`config.mk`:
```
export PLATFORM = sky130hd
export DESIGN_NAME = ddr_sdram_ex_lfsr_multi_flat
export DESIGN_NICKNAME = d
export VERILOG_FILES = /design/src/rtl/ddr_sdram_ex_lfsr_multi_pkg.sv /design/src/rtl/ddr_sdram_ex_lfsr_multi_if.sv /design/src/rtl/ddr_sdram_ex_lfsr_multi_lane.sv /design/src/rtl/ddr_sdram_ex_lfsr_multi.sv /design/src/flat_wrapper.sv
export SDC_FILE = /design/constraint.sdc
export NUM_CORES = 1
export LEC_CHECK = 0
export CORE_UTILIZATION = 40
export CTS_CLUSTER_DIAMETER = 100
export DETAILED_ROUTE_END_ITERATION = 8
export GPL_TIMING_DRIVEN = 0
export PLACE_DENSITY = 0.71
export SYNTH_ARGS = -nofsm -noshare
export SYNTH_HDL_FRONTEND = slang
export SYNTH_HIERARCHICAL = 1
export SYNTH_SLANG_ARGS = --single-unit
```
`constraint.sdc`:
```
create_clock -name clk -period 5.1 [get_ports clk]
set_input_delay 0.51 -clock clk [delete_from_list [all_inputs] [get_ports clk]]
set_output_delay 0.51 -clock clk [all_outputs]
set_load 0.02 [all_outputs]
```
`src/rtl/ddr_sdram_ex_lfsr_multi_pkg.sv`:
```
// Shared constants and helpers for the multi-lane LFSR pattern generator/checker.
// Lane widths up to 32 bits are supported by the helper functions.
package ddr_sdram_ex_lfsr_pkg;

  localparam logic [7:0]  POLY_8  = 8'h1D;         // x^8+x^4+x^3+x^2+1
  localparam logic [15:0] POLY_16 = 16'h100B;      // x^16+x^12+x^3+x+1
  localparam logic [31:0] POLY_32 = 32'h0040_0007; // x^32+x^22+x^2+x+1

  // Lane k seed: (seed + k) truncated to width bits; zero is not a legal LFSR state.
  function automatic logic [31:0] lane_seed(int seed, int k, int width);
    logic [63:0] mask;
    logic [63:0] s;
    mask = (64'd1 << width) - 64'd1;
    s    = (64'(unsigned'(seed)) + 64'(unsigned'(k))) & mask;
    if (s == 64'd0) s = 64'd1;
    return s[31:0];
  endfunction

  // One Galois step: the MSB feeds bit 0 and is XORed into every tapped bit.
  function automatic logic [31:0] lfsr_next(logic [31:0] cur, logic [31:0] poly, int width);
    logic        m;
    logic [31:0] nxt;
    m      = cur[5'(width - 1)];
    nxt    = '0;
    nxt[0] = m;
    for (int i = 1; i < 32; i++) begin
      if (i < width) nxt[i] = cur[i-1] ^ (poly[i] & m);
    end
    return nxt;
  endfunction

endpackage

```
`src/rtl/ddr_sdram_ex_lfsr_multi_if.sv`:
```
// Pattern bus between the example driver (master) and the LFSR generator/checker (slave).
interface ddr_sdram_ex_lfsr_multi_if #(
  parameter int LANE_W    = 8,
  parameter int NUM_LANES = 4,
  parameter int CNT_W     = 16
);
  logic                          enable;
  logic                          pause;
  logic                          load;
  logic [NUM_LANES*LANE_W-1:0]   ldata;
  logic [NUM_LANES*LANE_W-1:0]   data;
  // check_valid is a one-way qualifier with no ready: the checker accepts check_data
  // in every cycle where enable && check_valid, and data must hold the expected word then.
  logic                          check_valid;
  logic [NUM_LANES*LANE_W-1:0]   check_data;
  logic                          err_clr;
  logic [NUM_LANES-1:0]          err_lane;
  logic                          err_any;
  logic [CNT_W-1:0]              err_count;
  logic [CNT_W-1:0]              word_count;

  modport master (
    output enable, pause, load, ldata, check_valid, check_data, err_clr,
    input  data, err_lane, err_any, err_count, word_count
  );

  modport slave (
    input  enable, pause, load, ldata, check_valid, check_data, err_clr,
    output data, err_lane, err_any, err_count, word_count
  );
endinterface

```
`src/rtl/ddr_sdram_ex_lfsr_multi_lane.sv`:
```
// One LFSR lane: seed/load/advance/hold priority with zero-load substitution.
module ddr_sdram_ex_lfsr_lane
  import ddr_sdram_ex_lfsr_pkg::*;
#(
  parameter int                LANE_W = 8,
  parameter logic [LANE_W-1:0] POLY   = 8'h1D,
  parameter logic [LANE_W-1:0] SEED_L = 8'h20
) (
  input  logic              clk,
  input  logic              reset_n,
  input  logic              enable_i,
  input  logic              pause_i,
  input  logic              load_i,
  input  logic [LANE_W-1:0] ldata_i,
  output logic [LANE_W-1:0] data_o
);

  logic [LANE_W-1:0] state_q;
  logic [LANE_W-1:0] state_d;
  logic [LANE_W-1:0] step_w;
  logic [31:0]       step32;
  logic              step_unused;

  assign step32      = lfsr_next(32'(state_q), 32'(POLY), LANE_W);
  assign step_w      = step32[LANE_W-1:0];
  assign step_unused = ^step32;

  always_comb begin
    state_d = state_q;
    if (!enable_i) begin
      state_d = SEED_L;
    end else if (load_i) begin
      // An all-zero load would freeze the lane forever, so fall back to the seed.
      state_d = (ldata_i == '0) ? SEED_L : ldata_i;
    end else if (!pause_i) begin
      state_d = step_w;
    end
  end

  always_ff @(posedge clk or negedge reset_n) begin
    if (!reset_n) state_q <= SEED_L;
    else          state_q <= state_d;
  end

  assign data_o = state_q;

endmodule

```
`src/rtl/ddr_sdram_ex_lfsr_multi.sv`:
```
// Multi-lane LFSR pattern generator with registered read-back checker,
// sticky per-lane error flags and saturating error/word counters.
module ddr_sdram_ex_lfsr_multi
  import ddr_sdram_ex_lfsr_pkg::*;
#(
  parameter int                LANE_W    = 8,
  parameter int                NUM_LANES = 4,
  parameter logic [LANE_W-1:0] POLY      = 8'h1D,
  parameter int                SEED      = 32,
  parameter int                CNT_W     = 16
) (
  input logic                    clk,
  input logic                    reset_n,
  ddr_sdram_ex_lfsr_multi_if.slave bus
);

  localparam int               DW      = NUM_LANES * LANE_W;
  localparam logic [CNT_W-1:0] CNT_MAX = '1;

  logic [DW-1:0]        data_w;
  logic [NUM_LANES-1:0] mismatch_w;
  logic                 check_en_w;

  for (genvar k = 0; k < NUM_LANES; k++) begin : g_lane
    localparam logic [31:0] SEED32 = lane_seed(SEED, k, LANE_W);

    ddr_sdram_ex_lfsr_lane #(
      .LANE_W (LANE_W),
      .POLY   (POLY),
      .SEED_L (SEED32[LANE_W-1:0])
    ) u_lane (
      .clk      (clk),
      .reset_n  (reset_n),
      .enable_i (bus.enable),
      .pause_i  (bus.pause),
      .load_i   (bus.load),
      .ldata_i  (bus.ldata[k*LANE_W +: LANE_W]),
      .data_o   (data_w[k*LANE_W +: LANE_W])
    );

    assign mismatch_w[k] = data_w[k*LANE_W +: LANE_W] != bus.check_data[k*LANE_W +: LANE_W];
  end

  assign check_en_w = bus.enable && bus.check_valid;

  logic [NUM_LANES-1:0] err_lane_q, err_lane_d;
  logic                 err_any_q,  err_any_d;
  logic [CNT_W-1:0]     err_cnt_q,  err_cnt_d;
  logic [CNT_W-1:0]     word_cnt_q, word_cnt_d;

  // Clear is applied first so a check in the same cycle is still accounted.
  always_comb begin
    err_lane_d = bus.err_clr ? '0 : err_lane_q;
    err_cnt_d  = bus.err_clr ? '0 : err_cnt_q;
    word_cnt_d = bus.err_clr ? '0 : word_cnt_q;
    if (check_en_w) begin
      err_lane_d = err_lane_d | mismatch_w;
      if (word_cnt_d != CNT_MAX)                  word_cnt_d = word_cnt_d + 1'b1;
      if ((mismatch_w != '0) && (err_cnt_d != CNT_MAX)) err_cnt_d = err_cnt_d + 1'b1;
    end
    err_any_d = |err_lane_d;
  end

  always_ff @(posedge clk or negedge reset_n) begin
    if (!reset_n) begin
      err_lane_q <= '0;
      err_any_q  <= 1'b0;
      err_cnt_q  <= '0;
      word_cnt_q <= '0;
    end else begin
      err_lane_q <= err_lane_d;
      err_any_q  <= err_any_d;
      err_cnt_q  <= err_cnt_d;
      word_cnt_q <= word_cnt_d;
    end
  end

  assign bus.data       = data_w;
  assign bus.err_lane   = err_lane_q;
  assign bus.err_any    = err_any_q;
  assign bus.err_count  = err_cnt_q;
  assign bus.word_count = word_cnt_q;

endmodule

```
`src/flat_wrapper.sv`:
```
// flat-port wrapper written by rule: the top's interface ports become plain ports
module ddr_sdram_ex_lfsr_multi_flat import ddr_sdram_ex_lfsr_pkg::*;
#(
  parameter int                LANE_W    = 8,
  parameter int                NUM_LANES = 4,
  parameter logic [LANE_W-1:0] POLY      = 8'h1D,
  parameter int                SEED      = 32,
  parameter int                CNT_W     = 16
)
  (clk, reset_n, bus_enable, bus_pause, bus_load, bus_ldata, bus_check_valid, bus_check_data, bus_err_clr, bus_data, bus_err_lane, bus_err_any, bus_err_count, bus_word_count);
  ddr_sdram_ex_lfsr_multi_if #(.LANE_W(LANE_W), .NUM_LANES(NUM_LANES), .CNT_W(CNT_W)) bus_i ();
  input logic clk;
  input logic reset_n;
  input wire logic [$bits(bus_i.enable)-1:0] bus_enable;
  input wire logic [$bits(bus_i.pause)-1:0] bus_pause;
  input wire logic [$bits(bus_i.load)-1:0] bus_load;
  input wire logic [$bits(bus_i.ldata)-1:0] bus_ldata;
  input wire logic [$bits(bus_i.check_valid)-1:0] bus_check_valid;
  input wire logic [$bits(bus_i.check_data)-1:0] bus_check_data;
  input wire logic [$bits(bus_i.err_clr)-1:0] bus_err_clr;
  output wire logic [$bits(bus_i.data)-1:0] bus_data;
  output wire logic [$bits(bus_i.err_lane)-1:0] bus_err_lane;
  output wire logic [$bits(bus_i.err_any)-1:0] bus_err_any;
  output wire logic [$bits(bus_i.err_count)-1:0] bus_err_count;
  output wire logic [$bits(bus_i.word_count)-1:0] bus_word_count;
  assign bus_i.enable = bus_enable;
  assign bus_i.pause = bus_pause;
  assign bus_i.load = bus_load;
  assign bus_i.ldata = bus_ldata;
  assign bus_i.check_valid = bus_check_valid;
  assign bus_i.check_data = bus_check_data;
  assign bus_i.err_clr = bus_err_clr;
  assign bus_data = bus_i.data;
  assign bus_err_lane = bus_i.err_lane;
  assign bus_err_any = bus_i.err_any;
  assign bus_err_count = bus_i.err_count;
  assign bus_word_count = bus_i.word_count;
  ddr_sdram_ex_lfsr_multi #(.LANE_W(LANE_W), .NUM_LANES(NUM_LANES), .POLY(POLY), .SEED(SEED), .CNT_W(CNT_W)) u_core (.clk(clk), .reset_n(reset_n), .bus(bus_i));
endmodule
```
### After elaboration in Yosys (flattened, before gate mapping)

Index checks and enable logic that the tools add are counted.

| word-level totals | value |
|---|---|
| bits in registers | 69 |
| latch bits | 0 |
| memory bits (writable) | 0 |
| memory bits (read-only) | 0 |
| bits of input ports | 71 |
| output and inout bits | 69 |
| memories | 0 |

| cells by class | value |
|---|---|
| add/sub/neg operators | 2 |
| multiply operators | 0 |
| div/mod/pow operators | 0 |
| $lt $le $gt $ge | 0 |
| equal/unequal tests | 7 |
| shift-type cells | 0 |
| muxes and demuxes | 24 |
| bitwise operators | 13 |
| reduce and logical (&&, ||, !) cells | 8 |

Operators with widths:

| operator | count |
|---|---|
| 8-bit 2-to-1 mux | 16 |
| 16-bit 2-to-1 mux | 6 |
| 16-bit by 1-bit adder with 16-bit output (second input constant) | 2 |
| 8-bit zero test | 4 |
| 16-bit != test (second input constant) | 2 |
| 8-bit != test | 4 |
| 1-bit XOR | 12 |
| 4-bit 2-to-1 mux | 2 |
| 4-bit OR | 1 |
| 4-bit nonzero test | 1 |
| 4-bit OR reduction | 1 |
| 3-bit by 2-bit != test with 1-bit output (second input constant) | 1 |
| 1-bit logical AND | 2 |

### Depth between registers and ports, before layout

Gate-level depths: netlist (run 1).

| logic depth | value |
|---|---|
| depth in word-level cells | 5 |
| mapped depth | 10 |
| gate-level depth less buffers | 8 |

### By module

Netlist (run 1), hierarchy kept.

By module, submodules not included:

| module | times used | cells each | area each (µm²) | sequential area each (µm²) |
|---|---|---|---|---|
| ddr_sdram_ex_lfsr_multi | 1 | 240 | 2,331.0 | 925.9 |
| ddr_sdram_ex_lfsr_lane (u_core.g_lane[1].u_lane) | 1 | 50 | 481.7 | 202.7 |
| ddr_sdram_ex_lfsr_lane (u_core.g_lane[2].u_lane) | 1 | 50 | 480.5 | 202.7 |
| ddr_sdram_ex_lfsr_lane (u_core.g_lane[3].u_lane) | 1 | 45 | 473.0 | 203.9 |
| ddr_sdram_ex_lfsr_lane (u_core.g_lane[0].u_lane) | 1 | 49 | 455.4 | 201.4 |

### Least setup slack after synthesis (run 1)

Ideal clock, no wire load.

| timing | value |
|---|---|
| path kind | input port to flip-flop |
| start | input port bus_err_clr |
| end | register u_core.err_cnt_q[14] (netlist: u_core/bus.err_count[14]) |
| setup time | 0.078 ns |
| arrival | 2.524 ns |
| path slack | 2.498 ns |
| stages on the path | 10 |
| cells stage by stage | buf_2 -> buf_1 -> nor2b_1 -> ha_1 -> nand4b_4 -> nor2_4 -> nand2_1 -> or4_1 -> or3_1 -> a21oi_1 |

| on the way | value |
|---|---|
| word-level cells in the longest chain between the ends | 5 |
| elaborated cells between the ends (all ways) | 6 |
| those cells by class | add/sub (1); eq/ne (1); mux (3); reduce/logical (1) |

Ends and longest elaborated chain:

| item | line | source |
|---|---|---|
| start: declaration | flat_wrapper.sv:20 | `input wire logic [$bits(bus_i.err_clr)-1:0] bus_err_clr;` |
| 16-bit 2-to-1 mux * | ddr_sdram_ex_lfsr_multi.sv:54 | `err_cnt_d = bus.err_clr ? '0 : err_cnt_q;` |
| parallel branches: the longest is 3 deep, another holds 16-bit by 1-bit adder with 16-bit output | - |  |
| 16-bit 2-to-1 mux * | ddr_sdram_ex_lfsr_multi.sv:56 | `if (check_en_w) begin` |
| net u_core.err_cnt_d[14] | ddr_sdram_ex_lfsr_multi.sv:48 | `logic [CNT_W-1:0] err_cnt_q, err_cnt_d;` |
| end signal: assignment | ddr_sdram_ex_lfsr_multi.sv:73 | `err_cnt_q <= err_cnt_d;` |
| end: declaration | ddr_sdram_ex_lfsr_multi.sv:48 |  |

Mark *: on every way through the listed nets, which the timed path passes.
A chain may end at the register's enable or synchronous reset.

### Worst setup path in the final report (run 1)

| timing | value |
|---|---|
| start | input port bus_err_clr |
| end | register u_core.err_cnt_q[13] (netlist: u_core/bus.err_count[13]) |

Same word-level chain as after synthesis.

==> flow_summary.json, run 1 <==
{
  "worstSkewPairLatency_ns": 0.33,
  "die_x_um": 105,
  "fin_nets": 657,
  "hold_violations": 0,
  "area_delta_synth_final_pct": 40.7,
  "synth_cells": 434,
  "total_power_uw": 1280,
  "track_usage": 0.204,
  "power.density_mw_per_mm2": 216,
  "p_leak_uw": 0.00244,
  "ant_nets": 0,
  "min_period_ns": 3.36,
  "hp-class": "in2async",
  "ys_seq_area_frac": 0.411,
  "diodes": 0,
  "core-area_mm2": 0.0103,
  "portBuffers": 139,
  "arrival_ns": 3.58,
  "cts_buffers": 9,
  "initial_utilization": 0.411,
  "fin_crit_sh": 0.658,
  "synth_area_per_cell_um2": 9.73,
  "syn_nets": 507,
  "relSlewSlack": 0.199,
  "ioPinCount": 140,
  "worst-path-max-fanout": 10,
  "status": "finished, violations left",
  "first_global_vias": 3785,
  "endpoint_kind": "register",
  "rows": 37,
  "mostFrequentLayoutCells": "clkdlybuf4s50_1, dfrtp_1, xnor2_1",
  "ctsResizeCount": 0,
  "grt_max_degree": 70,
  "htreeDepth": 3,
  "cts_tree": "done",
  "antenna_found_initial": 0,
  "fin_setup_tns_ns": 0,
  "grt_overflow": 0,
  "violations": "design-rule violations",
  "cts_buffer_depth": 2,
  "rr_endpoint": "u_core/bus.err_count[13]$_DFF_PN0_",
  "worstPathRequired_ns": 5.32,
  "reg2reg_slack_ns": 2.78,
  "layout_commonest_cell": "clkdlybuf4s50_1",
  "yosysUniqueCellTypes": 50,
  "synth_seq_cells": 69,
  "firstDrtPassIters": 7,
  "critPathLaunchType": "input pin",
  "tightest_slew_ns": 1.20,
  "grt_pass1_wl_mm": 18.1,
  "setup_violations": 0,
  "wire_per_inst_um": 15.0,
  "ys_warn_count": 6,
  "cts_root_buf": "clkbuf_8",
  "syn_area_mm2": 0.00422,
  "place_congestion": 0.816,
  "postCtsSetupRepairBufs": 0,
  "path_clk_slew_ns": 0.07,
  "cap_viol_max_count": 0,
  "cts_sinks": 69,
  "drc_errors": 2,
  "r2r_start": "u_core/bus.err_count[0]$_DFF_PN0_",
  "drt-initial-drc-count": 150,
  "vias_per_cell": 5.28,
  "die_area_mm2": 0.0110,
  "vias": 3822,
  "criticalPathCategory": "in2reg",
  "fin_skew_ns": 0.00788,
  "place_hpwl_mm": 8.10,
  "fillers": 940,
  "die_y_um": 105,
  "ir_drop_mv": 0.132,
  "slew_viol_final": 0,
  "drive_above_1_share": 0.104,
  "rsz0062_at_grt": "no",
  "r2r_cells": 8,
  "drt_wl_total_mm": 10.9,
  "ctsHoldBuffers": 0,
  "fmax_mhz": 298
}
-- area by class of cell --
class                      count  area, um2  area share
sequential                    69       1740       0.292
multi-input combinational    346       2380       0.402
inverter                       2       7.51     0.00126
clock inverter                 2       10.0     0.00169
timing repair buffer         139       1390       0.234
tap                          136        170      0.0286
clock buffer                  13        149      0.0251
buffer                        17       92.6      0.0156
-- stage by stage --
stage               utilization  area (um2)  setup WS (ns)  hold slack (ns)  cells
floorplan                     -        4220           2.50            0.214    434
global placement          0.563        5780           1.17            0.470    709
detailed placement        0.562        5780           1.43            0.475    709
CTS                       0.578        5940           1.77            0.322    724
global route              0.578        5940           1.58            0.365    724
finish                    0.578        5940           1.74            0.291    724
-- routing by layer --
| metal | vias up | part of all wire | global-route usage |
|---|---|---|---|
| met5 | - | 0 | 0 |
| met4 | 0 | 0.014 | 0.0634 |
| met3 | 14 | 0.067 | 0.0455 |
| met2 | 132 | 0.46 | 0.336 |
| met1 | 1837 | 0.46 | 0.265 |
| li1 | 1839 | - | - |
-- flip-flops by register name, indices dropped and copies added, names as in the netlist --
register and cells:
u_core/g_lane.u_lane/data_o 32, u_core/bus.err_count 16, u_core/bus.word_count 16, u_core/bus.err_lane 4
u_core/bus.err_any 1
-- how the worst max path moves through the flow --
stage,from,end,depth (start not counted)
after floorplan,bus_err_clr,u_core/bus.err_count[14]$_DFF_PN0_,10
after global placement,reset_n,u_core/g_lane[2].u_lane/data_o[0]$_DFFE_PN0P_,1
after CTS,bus_err_clr,u_core/bus.err_count[13]$_DFF_PN0_,11
after global routing,bus_err_clr,u_core/bus.err_count[14]$_DFF_PN0_,11
final,bus_err_clr,u_core/bus.err_count[13]$_DFF_PN0_,11
after detailed placement,bus_err_clr,u_core/bus.err_count[13]$_DFF_PN0_,11
-- cells in the mapped netlist (all sizes together) --
cell     count  area, um2
a211oi       7       52.6
a21oi        5       25.0
a311oi       1       15.0
a41oi        1       8.76
and2        13       81.3
and2b        4       31.3
and3         4       25.0
and3b        1       8.76
and4         2       17.5
buf         13       77.6
clkbuf       4       15.0
dfrtp       61       1530
dfstp        8        210
ha           2       25.0
inv          2       7.51
mux2         9        101
mux2i       13        130
nand2       31        116
nand2b       7       48.8
nand3       26        130
nand3b       3       22.5
nand4       15       93.8
nand4b       2       47.6
nor2        40        165
nor2b       25        156
nor3         9       50.1
nor3b        2       15.0
nor4         9       56.3
o21ai       14       70.1
o22a         1       8.76
o2bb2ai      4       35.0
o311ai       3       26.3
o31ai       12        110
o32a         2       22.5
o41ai        3       33.8
or2          2       12.5
or3          2       12.5
or4          7       60.1
xnor2       41        359
xor2        24        210
-- worst max-delay path: stages --
cell and delay (ns):
clkdlybuf4s50_1 0.65, buf_2 0.30, buf_1 0.42, nor2b_1 0.16, ha_1 0.26, nand4b_4 0.14
or2_2 0.14, nor3_1 0.07, or4_1 0.47, nor2_1 0.11, mux2_2 0.34
-- logic make-up after synthesis --
family                     count (synthesis)  synth area share
DFF                                       69             0.411
buffers and inverters                     19            0.0237
adders and majority gates                  2           0.00593
muxes                                     22            0.0548
and+or+nand+nor                          204             0.273
AOI/OAI and AO/OA                         53            0.0966
xor gates and xnor gates                  65             0.135
-- report_power, final --
part	switching, uW	total (uW)	internal [uW]
combinational	132	288	156
sequential	34.5	611	576
clock	195	382	186
Power figures use the tool's default switching activity.
==> run 2, diff against run 1 <==
==> constraint.sdc (replaced) <==
create_clock -name clk -period 3.4 [get_ports clk]
set_input_delay 0.34 -clock clk [delete_from_list [all_inputs] [get_ports clk]]
set_output_delay 0.34 -clock clk [all_outputs]
set_load 0.02 [all_outputs]
==> results of run 2 <==
Same layout as run 1 (identical final DEF). Status: finished, violations left: design-rule violations.
Main changes from that run: setup slack after placement 1.43 ns -> -0.104 ns; setup slack after layout 1.74 ns -> 0.215 ns; hold slack 0.291 ns -> 0.121 ns; register-to-register setup slack 2.78 ns -> 1.08 ns; total power 1280 uW -> 1920 uW; worst IR drop on VDD 0.132 mV -> 0.198 mV
